==> src/rtl/mux_rr_pipe.sv <==
// N-input registered multiplexer with a single-entry output stage, selecting
// either a statically addressed channel or the next valid channel in round-robin order.
module mux_rr_pipe #(
    parameter  int WIDTH  = 32,
    parameter  int NUM_IN = 4,
    localparam int SELW   = (NUM_IN > 1) ? $clog2(NUM_IN) : 1
) (
    input  logic                    Clk,
    input  logic                    Rst,
    input  logic [NUM_IN*WIDTH-1:0] InData,
    input  logic [NUM_IN-1:0]       InValid,
    output logic [NUM_IN-1:0]       InReady,
    input  logic [SELW-1:0]         Sel,
    input  logic                    Mode,
    output logic [WIDTH-1:0]        OutData,
    output logic [SELW-1:0]         OutSrc,
    output logic                    OutValid,
    input  logic                    OutReady
);

    // Handshake: a word moves on a rising edge when valid and ready are both high
    // in the preceding cycle; a producer holds valid and data steady until taken.
    // OutReady feeds InReady combinationally so a draining slot refills with no bubble.

    logic [WIDTH-1:0] r_out_data;
    logic [SELW-1:0]  r_out_src;
    logic             r_out_valid;
    logic [SELW-1:0]  r_rr_ptr;

    logic             w_load;
    logic             w_grant_vld;
    logic [SELW-1:0]  w_grant;
    logic [WIDTH-1:0] w_grant_data;

    assign w_load = ~r_out_valid | OutReady;

    always_comb begin
        int idx;
        w_grant_vld = 1'b0;
        w_grant     = '0;
        idx         = 0;
        if (!Mode) begin
            // Out-of-range Sel values simply never match a channel.
            for (int i = 0; i < NUM_IN; i++) begin
                if (Sel == SELW'(i) && InValid[i]) begin
                    w_grant_vld = 1'b1;
                    w_grant     = SELW'(i);
                end
            end
        end else begin
            for (int k = 0; k < NUM_IN; k++) begin
                idx = (int'(r_rr_ptr) + k) % NUM_IN;
                if (!w_grant_vld && InValid[idx]) begin
                    w_grant_vld = 1'b1;
                    w_grant     = SELW'(idx);
                end
            end
        end
    end

    assign w_grant_data = InData[int'(w_grant)*WIDTH +: WIDTH];

    always_comb begin
        InReady = '0;
        if (w_load && w_grant_vld && !Rst) begin
            InReady[w_grant] = 1'b1;
        end
    end

    always_ff @(posedge Clk) begin
        if (Rst) begin
            r_out_valid <= 1'b0;
            r_out_data  <= '0;
            r_out_src   <= '0;
            r_rr_ptr    <= '0;
        end else if (w_load) begin
            if (w_grant_vld) begin
                r_out_valid <= 1'b1;
                r_out_data  <= w_grant_data;
                r_out_src   <= w_grant;
                // Pointer only advances past a channel that won under round-robin.
                if (Mode) begin
                    r_rr_ptr <= (int'(w_grant) == NUM_IN - 1) ? '0 : SELW'(int'(w_grant) + 1);
                end
            end else begin
                r_out_valid <= 1'b0;
            end
        end
    end

    assign OutData  = r_out_data;
    assign OutSrc   = r_out_src;
    assign OutValid = r_out_valid;

endmodule

==> config.mk <==
export PLATFORM = sky130hd
export DESIGN_NAME = mux_rr_pipe
export DESIGN_NICKNAME = d
export VERILOG_FILES = /design/src/rtl/mux_rr_pipe.sv
export SDC_FILE = /design/constraint.sdc
export NUM_CORES = 1
export LEC_CHECK = 0
export ABC_AREA = 1
export ABC_CLOCK_PERIOD_IN_PS = 2640
export BUFFER_PORTS_ARGS = -buffer_cell sky130_fd_sc_hd__buf_4
export CAP_MARGIN = 20
export CORE_MARGIN = 5
export CORE_UTILIZATION = 45
export CTS_CLUSTER_DIAMETER = 80
export CTS_CLUSTER_SIZE = 24
export DETAILED_ROUTE_END_ITERATION = 12
export PLACE_DENSITY = 0.82
export SLEW_MARGIN = 30
export SYNTH_ARGS = -nofsm -noshare
export SYNTH_HDL_FRONTEND = slang
export SYNTH_SLANG_ARGS = --single-unit
==> constraint.sdc <==
create_clock -name Clk -period 2.64 [get_ports Clk]
set_input_delay 0.264 -clock Clk [delete_from_list [all_inputs] [get_ports Clk]]
set_output_delay 0.264 -clock Clk [all_outputs]
set_load 0.02 [all_outputs]
## After elaboration in Yosys (flattened, before gate mapping)

Cells that the tools add are included.

- Flip-flop bits (word level): 37
- Word-level logic and storage cells: 80
- Bits of input ports: 138

- Shifts and indexed selects: 1
- Equal/unequal tests: 4
- Reductions and logical operators: 20
- Bitwise gates (word level): 5
- $add $sub $neg: 4
- Muxes and demuxes: 36
- $lt $le $gt $ge: 6

Operator list:

| cell | number |
|---|---|
| 128-bit by 8-bit variable part select with 32-bit output | 1 |
| 1-bit 2-to-1 mux | 22 |
| 2-bit 2-to-1 mux | 8 |
| 3-bit by 4-bit < comparator with 1-bit output (second input constant) | 3 |
| 1-bit logical AND | 10 |
| 1-bit binary-select mux with 2-bit select | 4 |
| 2-bit by 3-bit < comparator with 1-bit output (second input constant) | 2 |
| 2-bit OR reduction | 3 |
| 2-bit by 1-bit adder with 2-bit output (second input constant) | 2 |
| 2-bit adder (second input constant) | 2 |
| 2-bit by 1-bit == test with 1-bit output (second input constant) | 2 |
| 2-bit == test (second input constant) | 2 |
| 1-bit zero test | 4 |
| 4-bit 2-to-1 mux | 1 |
| 1-bit bitwise AND (first input constant) | 3 |
| 3-bit AND reduction | 1 |
| 1-bit demux with 2-bit select | 1 |
| 2-bit by 1-bit >= comparator with 1-bit output (second input constant) | 1 |
| 2-bit zero test | 1 |
| 2-bit AND reduction | 1 |
| 1-bit inverter | 1 |
| 1-bit bitwise OR | 1 |

## Logic depth before layout (Yosys ltp)

Gate-level depths: netlist of run 1.

- Word-level depth: 22
- Depth in mapped cells: 18

## Worst setup path before layout of run 1

OpenSTA, ideal clock, no wires.

- Kind: flip-flop to output port
- From: reg r_rr_ptr[0]
- To: out InReady[0]
- Cell stages (with the launch flop): 14
- Arrival time: 1.989 ns
- Slack: 0.387 ns
- Data required time: 2.376 ns
- Buffers on the path: 3
- Cell sequence: dfxtp_1 -> buf_6 -> nand2_1 -> nand3_1 -> nand2_1 -> nor2_4 -> nand3_1 -> nand2_1 -> inv_2 -> nand2_4 -> nand2_4 -> buf_6 -> buf_6 -> nor3_1

- Longest elaborated chain between the ends: 21

Ends and longest elaborated chain:

| item | RTL line | RTL |
|---|---|---|
| start: declaration | 28 | `logic [SELW-1:0] r_rr_ptr;` |
| start signal: assignment | 83 | `r_rr_ptr <= (int'(w_grant) == NUM_IN - 1) ? '0 : SELW'(int'(w_grant) + 1);` |
| branches (longest 20 deep; another with 2-bit by 1-bit adder with 2-bit output) | - |  |
| 4-bit 2-to-1 mux (*) | 65 | `if (w_load && w_grant_vld && !Rst) begin` |
| end: declaration | 12 | `output logic [NUM_IN-1:0] InReady,` |

Mark *: on every way between the ends. The select of a mux whose other input is x is not followed.

## Final worst setup path of run 1

- From: reg r_rr_ptr[0]
- To: out InReady[3]

The elaborated chain is that of the path after synthesis.

==> results of run 1 <==
-- sequential cells by signal (all words and copies together), names as in the netlist --
name      flops
OutData      32
OutSrc        2
OutValid      1
r_rr_ptr      2
-- worst max path at each step --
| stage | from | to | slack, ns | depth (start not counted) |
|---|---|---|---|---|
| after floorplan | r_rr_ptr[0] | InReady[0] | 0.39 | 13 |
| after global placement | r_rr_ptr[0] | InReady[3] | 0.33 | 15 |
| after detailed placement | r_rr_ptr[0] | InReady[3] | 0.19 | 15 |
| after CTS | r_rr_ptr[0] | InReady[3] | 0.04 | 15 |
| after global routing | r_rr_ptr[0] | InReady[3] | -0.004 | 15 |
| final | r_rr_ptr[0] | InReady[3] | 0.19 | 15 |
-- stage by stage --
stage                     TNS (ns)  setup WS (ns)  utilization, %  total power, W  std cells
final                            0          0.191            67.1         0.00263        807
after global routing      -0.00395       -0.00395            67.1         0.00284        807
after CTS                        0         0.0351            66.6         0.00261        807
after detailed placement         0          0.189            65.4         0.00222        799
after global placement           0          0.330            65.4         0.00220        799
after floorplan                  0          0.387               -         0.00174        566
-- report_power, final --
part	switching (W)	total (W)	internal (W)
clock network	0.000200	0.000388	0.000188
logic	0.000896	0.00150	0.000604
registers	0.0000737	0.000738	0.000664
total	0.00117	0.00263	0.00146
-- repair_timing --
item	CTS	global route
pin swaps	0	1
buffers inserted	0	0
endpoints found under the setup margin	4	4
resized for setup	1	10
hold buffers	0	0
-- cell type report --
| type | count | area (um^2) |
|---|---|---|
| timing repair buffer | 188 | 1420 |
| multi-input combinational | 420 | 1910 |
| inverter | 74 | 280 |
| sequential | 37 | 746 |
| clock buffer | 8 | 80.1 |
| tap | 80 | 100 |
| fill | 637 | 2220 |
-- placed cells by master (no fill, tap or decap), drive strengths merged --
| master | n |
|---|---|
| dfxtp | 37 |
| buf | 188 |
| o21bai | 1 |
| ha | 1 |
| o21ai | 33 |
| inv | 74 |
| nor2 | 52 |
| nand2 | 198 |
| clkbuf | 8 |
| nand3 | 116 |
| a21oi | 4 |
| nand3b | 10 |
| nor3 | 5 |
-- metal layers --
metal  vias up  GRT usage, %  routed length [um]  part of all wire [%]
met5         -             0                   0                     0
met1      1798          27.5                4130                    39
met4         0          8.42                 183                   1.7
met2       211          43.5                5350                    50
met3        15          5.31                1020                   9.6
li1       2090             -                   -                     -
-- logic make-up (layout without fill, tap and decap cells) --
family          count (synthesis)  in the layout  synth area share, %
compound gates                 38             38                 6.46
flops                          37             37                 23.9
fa+ha+maj                       1              1                0.403
buf+inv                       109            270                 15.8
simple gates                  381            381                 53.4
-- worst max-delay path, delay by kind of cell, from the launching register on --
family	cells	cell delay, ns
buf+inv	4	0.37
flops	1	0.45
fa+ha+maj	1	0.23
simple gates	10	0.83
==> results.py, run 1 <==
metrics = {
    "run_status": {
        "status": "finished clean",
    },
    "sta": {
        "rsz0062_at_grt": "true",
        "fin_hold_ws_ns": 0.302,
        "post-route-period-util_pct": 92.8,
        "finalSetupViolCount": 0,
        "hold_viol": 0,
        "maxSlewHeadroom_pct": 65.7,
        "slew_viol_final": 0,
        "clock_skew_ns": 0.0127,
        "fmax_ghz": 0.408,
        "worst_pin_slew_ns": 0.513,
        "post-route-min-period_ns": 2.45,
    },
    "critical_path": {
        "reg2reg_from": "r_rr_ptr[0]",
        "worst_path_most_repeated_cell": "nand2_1",
        "end_kind": "output port",
        "cp_cell_sequence": "inv_4 -> nand2_1 -> nand2_2 -> nand2_1 -> nand2_2 -> nor2_4 -> nand3_1 -> nand2_1 -> inv_2 -> nand2_4 -> nand2_8 -> ha_2 -> inv_1 -> nor2_1 -> buf_4",
        "cp_slowest_stage_delay_ns": 0.45,
        "cpMaxStageDelayCell": "dfxtp_4",
        "r2r_slack_ns": 0.44,
        "critPathLaunchType": "flop",
        "crit_fanout": 26,
        "rr_endpoint": "OutData[25]",
        "r2r_cells": 16,
        "worstPathArrival_ns": 2.19,
        "critPathKind": "reg2out",
        "crit_required_ns": 2.38,
    },
    "yosys": {
        "synth-main-ff-cell": "dfxtp_1",
        "ys_seq_area_share_pct": 23.9,
        "post-synth-top-count-cell": "nand2_1",
        "synth_seq_cells": 37,
        "syn-num-nets": 705,
        "syn_area_per_cell_um2": 5.48,
        "yosysTopAreaCellShare_pct": 23.9,
        "syn_inst": 566,
        "yosysTopAreaCell": "dfxtp_1",
        "syn-cell-area_um2": 3100,
        "synth_edf_count": 0,
        "yosys_warnings": 0,
        "synth_area_leaders": "dfxtp_1 (24%), nand2_1 (23%), nand3_1 (19%)",
        "ys_types": 23,
        "synthArstFlopShare_pct": 0,
        "synth_common_cells": "nand2_1 (193), nand3_1 (116), inv_1 (68)",
    },
    "cts": {
        "insertion_delay_ns": 0.29,
        "clk_path_buf_depth": 2,
        "clock-root-buffer": "clkbuf_8",
        "clk_pin_slew_ns": 0.08,
        "cts.sinks": 37,
        "htreeDepth": 2,
        "numCtsBuffers": 5,
        "cts_tree": "built",
    },
    "global_routing": {
        "grt_pass1_wl_mm": 17.1,
        "grt_max_degree": 43,
        "antenna_found_initial": 0,
        "grt-ovfl-total": 0,
        "grtUsageTotal_pct": 24.0,
        "grt_pass1_vias": 3888,
    },
    "floorplan": {
        "die_w_um": 93.0,
        "initial_core_util_pct": 45.9,
        "die_area_um2": 8650,
        "io_pins": 177,
        "dieHeight_um": 93.0,
        "core_area_um2": 6760,
        "rows": 30,
    },
    "flow_run": {
        "max-cap-violations": 0,
    },
    "placed_design": {
        "dp_hpwl_mm": 8.25,
        "placed_area_um2": 4420,
        "io_buffers": 176,
        "gp_congestion": 0.867,
    },
    "min_path": {
        "worstHoldPathType": "in2reg",
        "holdPathEnd": "OutData[23]",
        "worstHoldPathCells": 5,
        "hp-start": "InData[55]",
    },
    "cells_and_area": {
        "stdcell_area_um2": 4540,
        "antenna_cells": 0,
        "fin_nets": 865,
        "drive_above_1_share_pct": 29.8,
        "area_growth_pct": 46.3,
    },
    "drt": {
        "wirelength_mm": 10.7,
        "via_count": 4114,
        "drtIter0Drc": 169,
        "viasPerCell": 5.10,
        "drtPass1Iterations": 5,
        "avgRoutedWirePerCell_um": 13.2,
        "drc_errors": 0,
        "drtAntennaViolNets": 0,
    },
    "pwr": {
        "pwr_density_cell_nw_per_um2": 579,
        "ir_worst_vdd_uv": 303,
        "leakagePower_nw": 2.65,
    },
}
Power figures use the tool's default switching activity.
==> run 2, diff against run 1 <==
--- a/config.mk
+++ b/config.mk
@@ -5,16 +5,15 @@
 export SDC_FILE = /design/constraint.sdc
 export NUM_CORES = 1
 export LEC_CHECK = 0
-export ABC_AREA = 1
 export ABC_CLOCK_PERIOD_IN_PS = 2640
 export BUFFER_PORTS_ARGS = -buffer_cell sky130_fd_sc_hd__buf_4
 export CAP_MARGIN = 20
 export CORE_MARGIN = 5
-export CORE_UTILIZATION = 45
+export CORE_UTILIZATION = 40
 export CTS_CLUSTER_DIAMETER = 80
 export CTS_CLUSTER_SIZE = 24
 export DETAILED_ROUTE_END_ITERATION = 12
-export PLACE_DENSITY = 0.82
+export PLACE_DENSITY = 0.81
 export SLEW_MARGIN = 30
 export SYNTH_ARGS = -nofsm -noshare
 export SYNTH_HDL_FRONTEND = slang
==> run 2 against run 1 <==
Compared with the run above:
- register-to-register slack barely moved
- sequential power decreased by 9.2%
- via count down 39%
- critical path depth fell by 8
- worst hold slack lost 0.12 ns
- non-clock buffer count shrank 5
- die area decreased by 15%
==> results.py, run 2 <==
metrics = {
    "sta": {
        "finalSetupViolCount": 0,
        "maxSlewHeadroom_pct": 63.5,
        "post-route-period-util_pct": 88.6,
        "tns_ns": 0,
        "post-route-min-period_ns": 2.34,
        "rsz0062_at_grt": "false",
        "worst_pin_slew_ns": 0.540,
        "fin_hold_ws_ns": 0.182,
        "clock_skew_ns": 0.00318,
        "layout_setup_ws_ns": 0.300,
        "slew_viol_final": 0,
        "fmax_ghz": 0.427,
        "hold_viol": 0,
    },
    "drt": {
        "viasPerCell": 5.25,
        "wirelength_mm": 7.72,
        "drtPass1Iterations": 4,
        "via_count": 2516,
        "drc_errors": 0,
        "drtIter0Drc": 53,
        "avgRoutedWirePerCell_um": 16.1,
        "drtAntennaViolNets": 0,
    },
    "flow_run": {
        "max-cap-violations": 0,
    },
    "yosys": {
        "ys_types": 37,
        "yosys.area_share.xor_xnor_pct": 0,
        "synth_edf_count": 0,
        "yosysTopAreaCellShare_pct": 32.3,
        "synth_seq_cells": 37,
        "synthArstFlopShare_pct": 0,
        "synthSimpleGateAreaFrac_pct": 11.1,
        "syn_inst": 235,
        "synth_common_cells": "mux2i_1 (65), dfxtp_1 (37), nand2_1 (35)",
        "post_synth_fa_ha_maj_area_fraction_pct": 0.546,
        "synth_compound_area_share_pct": 18.7,
        "yosys_warnings": 0,
        "syn_area_per_cell_um2": 9.75,
        "post-synth-top-count-cell": "mux2i_1",
        "syn-cell-area_um2": 2290,
        "synth_top_family_by_area": "multiplexers",
        "synthMuxAreaShare_pct": 30.0,
        "yosysTopAreaCell": "dfxtp_1",
        "ys_seq_area_share_pct": 32.3,
        "syn-num-nets": 374,
        "synth-main-ff-cell": "dfxtp_1",
        "synth_area_leaders": "dfxtp_1 (32%), mux2i_1 (28%), o221ai_1 (12%)",
    },
    "min_path": {
        "hp-start": "Rst",
        "worstHoldPathType": "in2reg",
    },
    "global_routing": {
        "grt_pass1_vias": 2586,
        "grt_pass1_wl_mm": 12.2,
        "grtUsageTotal_pct": 20.4,
        "antenna_found_initial": 0,
        "grt_max_degree": 36,
        "grt-ovfl-total": 0,
    },
    "critical_path": {
        "startpoint": "r_rr_ptr[1]",
        "reg2reg_from": "r_rr_ptr[1]",
        "critPathLaunchType": "flop",
        "crit_path_end": "InReady[3]",
        "worstPathArrival_ns": 2.08,
        "crit_family": "compound AO/OA/AOI/OAI gates",
        "crit_fanout": 6,
        "r2r_cells": 6,
        "critPathKind": "reg2out",
        "timing.critical_path.buf_inv": 2,
        "cp.depth": 7,
        "cp_cell_sequence": "mux2_4 -> a311oi_2 -> a211oi_4 -> inv_2 -> ha_1 -> and2_1 -> buf_4",
        "end_kind": "output port",
        "r2r_slack_ns": 0.43,
        "cp_slowest_stage_delay_ns": 0.44,
        "crit_required_ns": 2.38,
        "rr_endpoint": "OutData[0]",
        "cpMaxStageDelayCell": "dfxtp_1",
    },
    "cells_and_area": {
        "area_growth_pct": 61.9,
        "drive_above_1_share_pct": 48.9,
        "seqCellArea_um2": 741,
        "fillerInstances": 487,
        "stdcell_area_um2": 3710,
        "multiInputGateArea_um2": 1380,
        "mostFrequentLayoutCell": "buf_4",
        "antenna_cells": 0,
        "fin_nets": 546,
        "largest_reg_flops": 32,
        "mostFrequentLayoutCells": "buf_4 (182), mux2i_1 (65), dfxtp_1 (37)",
    },
    "cts": {
        "htreeDepth": 2,
        "cts.sinks": 37,
        "clk_pin_slew_ns": 0.07,
        "clock-root-buffer": "clkbuf_8",
        "clk_path_buf_depth": 2,
        "postCtsHoldBufs": 0,
        "numCtsBuffers": 5,
        "cts_tree": "built",
        "cts_resized": 0,
        "post-cts-setup-buffers": 0,
        "insertion_delay_ns": 0.28,
    },
    "pwr": {
        "ir_worst_vdd_uv": 225,
        "leakagePower_nw": 1.95,
        "p_total_w": 0.00178,
        "pwr_density_cell_nw_per_um2": 480,
    },
    "floorplan": {
        "die_area_um2": 7340,
        "io_pins": 177,
        "core_area_um2": 5540,
        "initial_core_util_pct": 41.4,
        "die_w_um": 85.7,
        "dieHeight_um": 85.7,
        "rows": 27,
    },
    "run_status": {
        "status": "finished clean",
    },
    "placed_design": {
        "gp_congestion": 0.788,
        "dp_hpwl_mm": 6.21,
        "placed_area_um2": 3620,
        "io_buffers": 176,
        "dp_slack_ns": 0.383,
    },
}
==> run 2: changes by cell type in the layout (fill, tap and decap cells not counted), sizes merged, moves of 32 or more <==
cell | previous run | this run
nand3 | 116 | 1
o21ai | 33 | 1
mux2i | 0 | 65
o221ai | 0 | 32
inv | 74 | 6
nand2 | 198 | 35
nor2 | 52 | 9
==> run 2: routing by layer <==
| layer | routed length (um) | GRT usage (%) | share of wire [%] | vias to the layer above |
|---|---|---|---|---|
| met3 | 934 | 8.26 | 12 | 13 |
| li1 | - | - | - | 1231 |
| met5 | 0 | 0 | 0 | - |
| met1 | 2770 | 22.4 | 36 | 1144 |
| met2 | 3910 | 35.7 | 51 | 128 |
| met4 | 108 | 6.76 | 1.4 | 0 |
==> run 2: through the flow <==
step / instances / util, %
final: 479 / 66.9
after global routing: 479 / 66.9
after CTS: 479 / 66.9
after detailed placement: 472 / 65.4
after global placement: 472 / 65.4
after floorplan: 235 / -
==> run 2: cells by family (layout without fill, tap and decap cells) <==
logic type                 count (synthesis)  in the layout
buffers and inverters                     24            196
AOI/OAI and AO/OA                         48             48
and+or+nand+nor                           57             57
DFF                                       37             37
adders and majority gates                  1              1
muxes                                     68             68
==> run 2: power by group <==
| group | switching [W] | total, W | internal (W) | leakage (nW) |
|---|---|---|---|---|
| sequential | 0.0000395 | 0.000670 | 0.000630 | 0.305 |
| combinational | 0.000340 | 0.000720 | 0.000380 | 1.60 |
| clock | 0.000184 | 0.000391 | 0.000207 | 0.0443 |
==> run 2: layout make-up <==
class	instances	share of cell area (%)
Timing Repair Buffer	183	37.4
Sequential cell	37	20.0
Tap cell	72	2.43
Inverter	6	0.607
Clock buffer	7	2.33
Multi-Input combinational cell	174	37.3
==> run 2: worst min-delay path by stage <==
stage | end | slack (ns) | cells after the start
3_5_place_dp | OutData[27] | 0.45 | 2
6_report | OutSrc[1] | 0.18 | 2
4_1_cts | OutSrc[1] | 0.17 | 2
5_1_grt | OutSrc[1] | 0.18 | 2
2_1_floorplan | OutValid | 0.33 | 1
3_3_place_gp | OutData[26] | 0.44 | 2
